$ cat config.mk
export PLATFORM = sky130hd
export DESIGN_NAME = ahb_slave_if
export DESIGN_NICKNAME = d
export VERILOG_FILES = /design/src/rtl/ahb_apb_pkg.sv /design/src/rtl/ahb_addr_decode.sv /design/src/rtl/ahb_slave_if.sv
export SDC_FILE = /design/constraint.sdc
export NUM_CORES = 1
export LEC_CHECK = 0
export ABC_AREA = 1
export CAP_MARGIN = 25
export CORE_ASPECT_RATIO = 1.4
export CORE_MARGIN = 5
export CORE_UTILIZATION = 40
export DETAILED_ROUTE_END_ITERATION = 10
export HOLD_SLACK_MARGIN = 0.1
export PLACE_DENSITY = 0.84
export SLEW_MARGIN = 20
export SYNTH_ARGS = -nofsm -noshare
export SYNTH_HDL_FRONTEND = slang
export SYNTH_SLANG_ARGS = --single-unit
$ cat constraint.sdc
create_clock -name Hclk -period 1.1 [get_ports Hclk]
set_clock_uncertainty 0.15 [all_clocks]
set_input_delay 0.275 -clock Hclk [delete_from_list [all_inputs] [get_ports Hclk]]
set_output_delay 0.275 -clock Hclk [all_outputs]
set_load 0.005 [all_outputs]
$ cat src/rtl/ahb_apb_pkg.sv
// Shared constants and types for the AHB-to-APB bridge: transfer/response encodings,
// the AHB error-response state type and the one-hot peripheral select codes.
package ahb_apb_pkg;

    localparam logic [1:0] HTRANS_IDLE   = 2'b00;
    localparam logic [1:0] HTRANS_BUSY   = 2'b01;
    localparam logic [1:0] HTRANS_NONSEQ = 2'b10;
    localparam logic [1:0] HTRANS_SEQ    = 2'b11;

    localparam logic [1:0] HRESP_OKAY  = 2'b00;
    localparam logic [1:0] HRESP_ERROR = 2'b01;

    localparam logic [2:0] SEL_NONE = 3'b000;
    localparam logic [2:0] SEL_P0   = 3'b001;
    localparam logic [2:0] SEL_P1   = 3'b010;
    localparam logic [2:0] SEL_P2   = 3'b100;

    typedef enum logic [1:0] {
        ST_OK   = 2'd0,
        ST_ERR1 = 2'd1,
        ST_ERR2 = 2'd2
    } err_state_t;

endpackage

$ cat src/rtl/ahb_addr_decode.sv
// Combinational AHB address decoder: range check against the bridge window and
// one-hot selection of one of three equally sized peripheral slots.
module ahb_addr_decode
    import ahb_apb_pkg::*;
#(
    parameter logic [31:0] BASE_ADDR  = 32'h8000_0000,
    parameter int          SLOT_SHIFT = 26,
    parameter int          NUM_SLOTS  = 3
) (
    input  logic [31:0] Haddr,
    output logic        mapped,
    output logic [2:0]  tempselx
);

    // Window limit kept at 33 bits so a window ending at 4 GiB cannot wrap.
    localparam logic [32:0] LIMIT = {1'b0, BASE_ADDR} + (33'(NUM_SLOTS) << SLOT_SHIFT);

    logic [31:0] offset;
    logic [31:0] slot;

    assign mapped = ({1'b0, Haddr} >= {1'b0, BASE_ADDR}) && ({1'b0, Haddr} < LIMIT);
    assign offset = Haddr - BASE_ADDR;
    assign slot   = offset >> SLOT_SHIFT;

    always_comb begin
        tempselx = SEL_NONE;
        if (mapped) begin
            case (slot)
                32'd0:   tempselx = SEL_P0;
                32'd1:   tempselx = SEL_P1;
                32'd2:   tempselx = SEL_P2;
                default: tempselx = SEL_NONE;
            endcase
        end
    end

endmodule

$ cat src/rtl/ahb_slave_if.sv
// AHB-side front end of the AHB-to-APB bridge: transfer qualification, address/data
// pipeline, two-cycle ERROR response. Define AHB_HRDATA_REG_EN to register Hrdata.
module ahb_slave_if
    import ahb_apb_pkg::*;
#(
    parameter logic [31:0] BASE_ADDR  = 32'h8000_0000,
    parameter int          SLOT_SHIFT = 26,
    parameter int          NUM_SLOTS  = 3
) (
    input  logic        Hclk,
    input  logic        Hresetn,
    input  logic        Hwrite,
    input  logic        Hreadyin,
    input  logic [1:0]  Htrans,
    input  logic [31:0] Haddr,
    input  logic [31:0] Hwdata,
    input  logic [31:0] Prdata,
    output logic        valid,
    output logic [31:0] Haddr1,
    output logic [31:0] Haddr2,
    output logic [31:0] Hwdata1,
    output logic [31:0] Hwdata2,
    output logic        Hwritereg,
    output logic [2:0]  tempselx,
    output logic [31:0] Hrdata,
    output logic [1:0]  Hresp,
    output logic        Hready_err
);

    err_state_t state;
    logic       mapped;
    logic       xfer;
    logic       err_hit;

    ahb_addr_decode #(
        .BASE_ADDR (BASE_ADDR),
        .SLOT_SHIFT(SLOT_SHIFT),
        .NUM_SLOTS (NUM_SLOTS)
    ) u_decode (
        .Haddr   (Haddr),
        .mapped  (mapped),
        .tempselx(tempselx)
    );

    assign xfer    = Hreadyin && ((Htrans == HTRANS_NONSEQ) || (Htrans == HTRANS_SEQ));
    assign err_hit = xfer && !mapped;
    assign valid   = xfer && mapped && (state != ST_ERR1);

    // Address/data pipeline: stage 1 and stage 2, frozen while the bus is stalled.
    always_ff @(posedge Hclk or negedge Hresetn) begin
        if (!Hresetn) begin
            Haddr1    <= '0;
            Haddr2    <= '0;
            Hwdata1   <= '0;
            Hwdata2   <= '0;
            Hwritereg <= 1'b0;
        end else if (Hreadyin) begin
            Haddr1    <= Haddr;
            Haddr2    <= Haddr1;
            Hwdata1   <= Hwdata;
            Hwdata2   <= Hwdata1;
            Hwritereg <= Hwrite;
        end
    end

    // Error FSM; Hresp/Hready_err are loaded with the decode of the next state.
    always_ff @(posedge Hclk or negedge Hresetn) begin
        if (!Hresetn) begin
            state      <= ST_OK;
            Hresp      <= HRESP_OKAY;
            Hready_err <= 1'b1;
        end else begin
            case (state)
                ST_OK: begin
                    if (err_hit) begin
                        state      <= ST_ERR1;
                        Hresp      <= HRESP_ERROR;
                        Hready_err <= 1'b0;
                    end else begin
                        Hresp      <= HRESP_OKAY;
                        Hready_err <= 1'b1;
                    end
                end
                ST_ERR1: begin
                    state      <= ST_ERR2;
                    Hresp      <= HRESP_ERROR;
                    Hready_err <= 1'b1;
                end
                ST_ERR2: begin
                    if (err_hit) begin
                        state      <= ST_ERR1;
                        Hresp      <= HRESP_ERROR;
                        Hready_err <= 1'b0;
                    end else begin
                        state      <= ST_OK;
                        Hresp      <= HRESP_OKAY;
                        Hready_err <= 1'b1;
                    end
                end
                default: begin
                    state      <= ST_OK;
                    Hresp      <= HRESP_OKAY;
                    Hready_err <= 1'b1;
                end
            endcase
        end
    end

`ifdef AHB_HRDATA_REG_EN
    always_ff @(posedge Hclk or negedge Hresetn) begin
        if (!Hresetn) Hrdata <= '0;
        else          Hrdata <= Prdata;
    end
`else
    assign Hrdata = Prdata;
`endif

endmodule

==> metrics.txt, run 1 <==
outcome=complete, but fails checks; failing checks=setup timing; Congestion Overflow GR=0; Critical Path Source Type=input pin; P per Cell Area=1690 nW/µm²; largest net degree at the start of global routing=slightly below 100; M3 GR Usage=about 5%; Tot GR Track Use=about 18%; detailed placement HPWL=~9.9 mm; Final Util=60.1%; Final Max Slew Viols=0; CTS tree=done; crit-path max cell delay=~0.45 ns; drt wl/cell=14.5 µm; internal power=between 0.009 and 0.01 W; Final min period=approximately 1.5 ns; cts bufs inserted=17; synthesized instance count=~530; Hold Crit Start=Hreadyin; Worst-Skew Late Latency=0.40 ns; post-synth top area cell=dfrtp_1; die span in x=between 100 and 150 µm; worst-path fanout max=2; Placement Cell Area=roughly 7300 µm²; antenna cell count=0; CTS H-Tree Depth=4; Synth async-reset ratio=100%; DRC Markers=0; flops & latches, synth=133; Post-layout nets=approximately 880; highest clock rate=roughly 0.66 GHz; chip height=145 µm; worst r2r src=Haddr1[27]; drt total wl=roughly 14 mm; worst path cell trace=clkdlybuf4s50_1 -> nand2_1 -> nor3_2 -> buf_2; Setup violations, final=~140; Design Area, Final=7710 µm²; Crit path max-delay family=buffers and inverters; clock power share=40.7%; hold path depth=4; CP max stage cell=clkdlybuf4s50_1; reg2reg setup slack=-0.05 ns; cell leakage power=between 3 and 4 nW; unrepaired setup endpoints after global routing=true; Initial Util=between 40% and 50%; CP Data Required Time=0.67 ns; DR pass1 iterations=4; Synthesis Warnings=0; critical path arrival=~1.1 ns; Main synth FF type=dfrtp_1; clk buf depth=2; layout cells sized above 1=approximately 34%; NetSw=between 0.003 and 0.004 W; dominant cells by area after synthesis=dfrtp_1 64%, a21oi_1 6.2%, o21ai_0 5.9%; routability cong.=between 0.8 and 0.9; Hold Path Class=input pin to flop; number of distinct library cells after synthesis=13; via count of the first global-routing pass=between 4000 and 5000; first-pass GRT wire length=21.1 mm; via count=4296; Clk Tree Root Cell=clkbuf_16; setup slack after layout=-0.422 ns; number of antenna violations at the first check in global routing=0; M1 GR Usage=19.1%; period utilization=138%; Max Cap Violations=0; Worst Setup End Kind=primary output; FF-to-FF End=Haddr2[27]; CTS Sinks=between 100 and 150; die area=about 15000 µm²; Core Box Area=~13000 µm²; Hold Violations, Final=0; Site Rows=~50; Routed Antenna Nets=0; CP Buf/Inv Count=2; clock transition at the registers of the reported paths=0.06 ns; cells on worst reg2reg path=3; critical path class=input pin to primary output; Hold WS=~0.095 ns; Avg Vias per Cell=between 4 and 5; number of synthesized flops with an enable pin=0; Sequential Power Share=approximately 43%; io pins=270; met2 usage=roughly 31%; syn_nets=635; register area share after synthesis=around 64%; post-synth top area share=around 64%; most common cell in the synthesized netlist=dfrtp_1; starting DRC count in detailed routing=~170; Port Buffers=around 200; area grow syn2layout=48.3%; Gate power share=16.1%; hold endpoint=Hready_err; Max IR drop VDD=1.14 mV; most common library cells after synthesis=132 x dfrtp_1, 70 x nor2_1, 68 x inv_1, 68 x nand2_1, 64 x a21oi_1; Syn Area/Cell=between 9 and 10 µm²; synthesized area=about 5200 µm²; busiest grt layer=met2; switching power share of the total=about a quarter
[worst max path at each step]
stage | slack (ns) | endpoint | depth (start not counted) | startpoint
2_1_floorplan | 0.00009 | valid | 4 | Haddr[31]
3_3_place_gp | -1.16 | valid | 6 | Haddr[31]
3_5_place_dp | -1.17 | valid | 6 | Haddr[31]
4_1_cts | -0.48 | valid | 4 | state[0]
5_1_grt | -0.47 | valid | 4 | state[0]
6_report | -0.42 | valid | 4 | Htrans[1]
[power by group through the flow]
| stage | clock, W | combinational [W] | sequential (W) |
|---|---|---|---|
| 6_report | 0.00531 | 0.00209 | 0.00564 |
| 3_5_place_dp | 0 | 0.00229 | 0.00573 |
| 3_3_place_gp | 0 | 0.00224 | 0.00572 |
| 2_1_floorplan | 0 | 0.000676 | 0.00577 |
| 5_1_grt | 0.00567 | 0.00233 | 0.00570 |
| 4_1_cts | 0.00546 | 0.00199 | 0.00563 |
[metal layers]
metal	share of wire, %	vias up
met4	3.6	0
met5	0	-
met1	37	1987
li1	-	2132
met3	7.0	37
met2	53	140
[layout make-up]
class / count / area [µm²]
clock inverter: 14 / 126
tap: 153 / 191
inverter: 68 / 260
sequential: 133 / 3330
fill: 1051 / 5110
multi-input combinational: 271 / 1270
clock buffer: 18 / 439
timing repair buffer: 291 / 2090
[worst min-delay path, stage by stage]
cell and delay (ns):
buf_6 0.09, nand2_1 0.08, inv_1 0.08, nand3_2 0.10
[state kept, by name, indices dropped and copies added (netlist names)]
name,count
Haddr1,32
Hresp,1
Hwdata2,32
state,2
Hwdata1,32
Hwritereg,1
Hready_err,1
Haddr2,32
[kinds of logic (layout without fill, tap and decap cells)]
kind of cell	Yosys count	after routing	synth area share (%)
compound gates	125	125	12.0
flops	133	133	64.1
other cells	1	1	0.0722
mux	4	4	0.867
simple gates	141	141	10.3
buf+inv	129	391	12.7
[timing repair]
item                                    4_1_cts  5_1_grt
resized for setup                           566       10
pin swaps                                     4        5
endpoints found under the setup margin      138      137
endpoints found under the hold margin       136        7
setup buffers                                28       26
hold buffers                                  3        2
[placed cells by master, fill, tap and decap left out, drive strengths merged]
cell type | Yosys | routed
buf | 61 | 222
dfrtp | 132 | 132
inv | 68 | 72
nor2 | 70 | 70
nand2 | 68 | 68
a21oi | 64 | 64
o21ai | 61 | 61
clkdlybuf4s50 | 0 | 60
clkbuf | 0 | 20
clkinvlp | 0 | 5
dlygate4sd3 | 0 | 5
clkinv | 0 | 4
mux2 | 4 | 4
nand3 | 2 | 2
dlygate4sd2 | 0 | 2
dfstp | 1 | 1
nor3 | 1 | 1
conb | 1 | 1
bufinv | 0 | 1
[through the flow]
step / cells / setup TNS, ns / total power [W] / setup WS (ns)
after floorplan: 533 / 0 / 0.00645 / 0.0000910
after global placement: 859 / -49.54 / 0.00795 / -1.16
after detailed placement: 859 / -52.73 / 0.00802 / -1.17
after CTS: 922 / -34.06 / 0.0131 / -0.478
after global routing: 948 / -36.80 / 0.0137 / -0.470
final: 948 / -30.98 / 0.0130 / -0.422
No activity file was read; power rests on OpenSTA's default activity.
==> inputs of run 2 (changes only) <==
--- a/config.mk
+++ b/config.mk
@@ -8,7 +8,7 @@
 export ABC_AREA = 1
 export CAP_MARGIN = 25
 export CORE_ASPECT_RATIO = 1.4
-export CORE_MARGIN = 5
+export CORE_MARGIN = 2
 export CORE_UTILIZATION = 40
 export DETAILED_ROUTE_END_ITERATION = 10
 export HOLD_SLACK_MARGIN = 0.1
==> run 2 against run 1 <==
Against the previous run: the run still ends with setup timing left; core utilization grew 1.7 points; hold slack worse by 0.022 ns; non-clock buffer count increased by 13; clock power increased by 7.5%; critical path type unchanged.
==> metrics.txt, run 2 (synthesis gave the netlist of run 1 again) <==
outcome=complete, but fails checks; failing checks=setup timing; NetSw=0.00335 W (+0.33%); Congestion Overflow GR=0 (unchanged); clk buf depth=2 (unchanged); period utilization=139% (+0.38 points); drt wl/cell=14.1 µm (-2.9%); CTS H-Tree Depth=4 (unchanged); antenna cell count=0 (unchanged); Setup violations, final=137 (+0.74%); crit-path max cell delay=0.46 ns (about the same); via count=4411 (+2.7%); Gate power share=16.0% (about the same); cell leakage power=4.00 nW (+2.5%); switching power share of the total=24.8% (-0.82 points); first-pass GRT wire length=21.2 mm (+0.19%); area grow syn2layout=51.8%; Final min period=1.53 ns (+0.00419 ns); io pins=270 (unchanged); critical path arrival=1.10 ns (about the same); Design Area, Final=7890 µm² (+2.4%); routability cong.=0.790 (-8.1%); layout cells sized above 1=35.8% (+1.3 points); Worst-Skew Late Latency=0.40 ns (about the same); worst path cell trace=clkdlybuf4s50_1 -> nand2_1 -> nor3_2 -> buf_2; largest net degree at the start of global routing=63 (-36%); via count of the first global-routing pass=4334 (+3.5%); Core Box Area=12800 µm² (-0.48%); unrepaired setup endpoints after global routing=true; Tot GR Track Use=19.4% (+1.8 points); DRC Markers=0 (unchanged); CTS tree=done; Port Buffers=203 (unchanged); number of antenna violations at the first check in global routing=0 (unchanged); Hold Path Class=input pin to flop; die area=13900 µm² (-9.6%); Hold WS=0.0725 ns (-0.0224 ns); clock transition at the registers of the reported paths=0.06 ns (about the same); CTS Sinks=133 (unchanged); detailed placement HPWL=9.20 mm (-6.6%); cts bufs inserted=17 (unchanged); setup slack after layout=-0.426 ns (-0.00419 ns); Sequential Power Share=41.7% (-1.5 points); filler instances=1038 (-1.2%); P per Cell Area=1710 nW/µm² (+1.2%); most frequent cells in the layout=132 x dfrtp_1, 132 x buf_2, 87 x buf_4, 65 x nand2_1, 65 x nor2_1; Max IR drop VDD=1.10 mV (-3.5%); chip height=139 µm (-4.1%); Worst Setup End Kind=primary output; Critical Path Source Type=input pin; highest clock rate=0.655 GHz (-0.27%); die span in x=100 µm (-5.6%); clock power share=42.3% (+1.6 points); Hold Violations, Final=0 (unchanged); CP max stage cell=clkdlybuf4s50_1; Post-layout nets=897 (+1.5%); Clk Tree Root Cell=clkbuf_16; worst-path fanout max=2 (unchanged); setup TNS=-32.17 ns (-1.18 ns); starting DRC count in detailed routing=155 (-7.7%); drt total wl=13.5 mm (-1.5%); internal power=0.0102 W (+4.8%); critical path class=input pin to primary output; Site Rows=49 (unchanged); Routed Antenna Nets=0 (unchanged); CP Data Required Time=0.67 ns (about the same); Crit path max-delay family=buffers and inverters; Setup WS pre-CTS=-1.17 ns (+0.00828 ns); Initial Util=40.8% (+0.20 points); CP Buf/Inv Count=2 (unchanged); DR pass1 iterations=5 (+1); Avg Vias per Cell=4.59 (+1.3%); Final Max Slew Viols=0 (unchanged); Max Cap Violations=0 (unchanged); Placement Cell Area=7400 µm² (+1.1%)
run 2: per-layer routing:
layer	part of all wire, %	vias to the layer above	wire length (µm)	global-route usage (%)
li1	-	2164	-	-
met1	37	2041	4980	21.2
met2	53	162	7240	34.1
met3	5.9	44	802	4.64
met4	3.8	0	516	10.4
met5	0	-	0	0
run 2: worst register-to-register path, delay by kind of cell (launching register included):
family / cells / cell delay [ns]
buffers and inverters: 2 / 0.25
flip-flops: 1 / 0.37
multiplexers: 1 / 0.24
run 2: timing repair:
action / CTS / global route
gates resized for setup: 571 / 9
hold buffers: 3 / 1
setup buffers: 36 / 30
hold endpoints to repair: 136 / 2
pin swaps: 6 / 5
setup endpoints to repair: 138 / 151
run 2: final cells by class:
type / count / area, µm² / area share [%]
Clock buffer: 18 / 429 / 5.44
Multi-Input combinational cell: 271 / 1270 / 16.1
Clock inverter: 14 / 176 / 2.24
Tap cell: 153 / 191 / 2.43
Sequential cell: 133 / 3330 / 42.2
Timing Repair Buffer: 304 / 2230 / 28.3
Inverter: 68 / 258 / 3.27
run 2: path summary, 6_finish.rpt:
kind	start	to	slack (ns)	depth (start not counted)
worst max-delay path	Htrans[1]	valid	-0.43	4
max in group asynchronous	Hresetn	Hready_err	0.23	3
worst max register to register	Haddr2[26]	Haddr2[26]	-0.03	3
worst min-delay path	Hreadyin	Hready_err	0.07	4
worst min register to register	Haddr2[31]	Haddr2[31]	0.36	1
min in group asynchronous	Hresetn	Haddr2[21]	0.22	3
run 2: power by group through the flow:
stage          registers (W)  clock network [W]  logic [W]
5_1_grt              0.00569            0.00608    0.00240
3_5_place_dp         0.00574                  0    0.00230
6_report             0.00564            0.00571    0.00216
2_1_floorplan        0.00577                  0   0.000676
4_1_cts              0.00564            0.00587    0.00203
3_3_place_gp         0.00572                  0    0.00226
run 2: stage by stage:
stage          instances  power, W  utilization [%]
2_1_floorplan        533   0.00645                -
3_3_place_gp         866   0.00798             58.0
3_5_place_dp         866   0.00803             58.0
4_1_cts              933    0.0135             60.1
5_1_grt              961    0.0142             61.9
6_report             961    0.0135             61.9
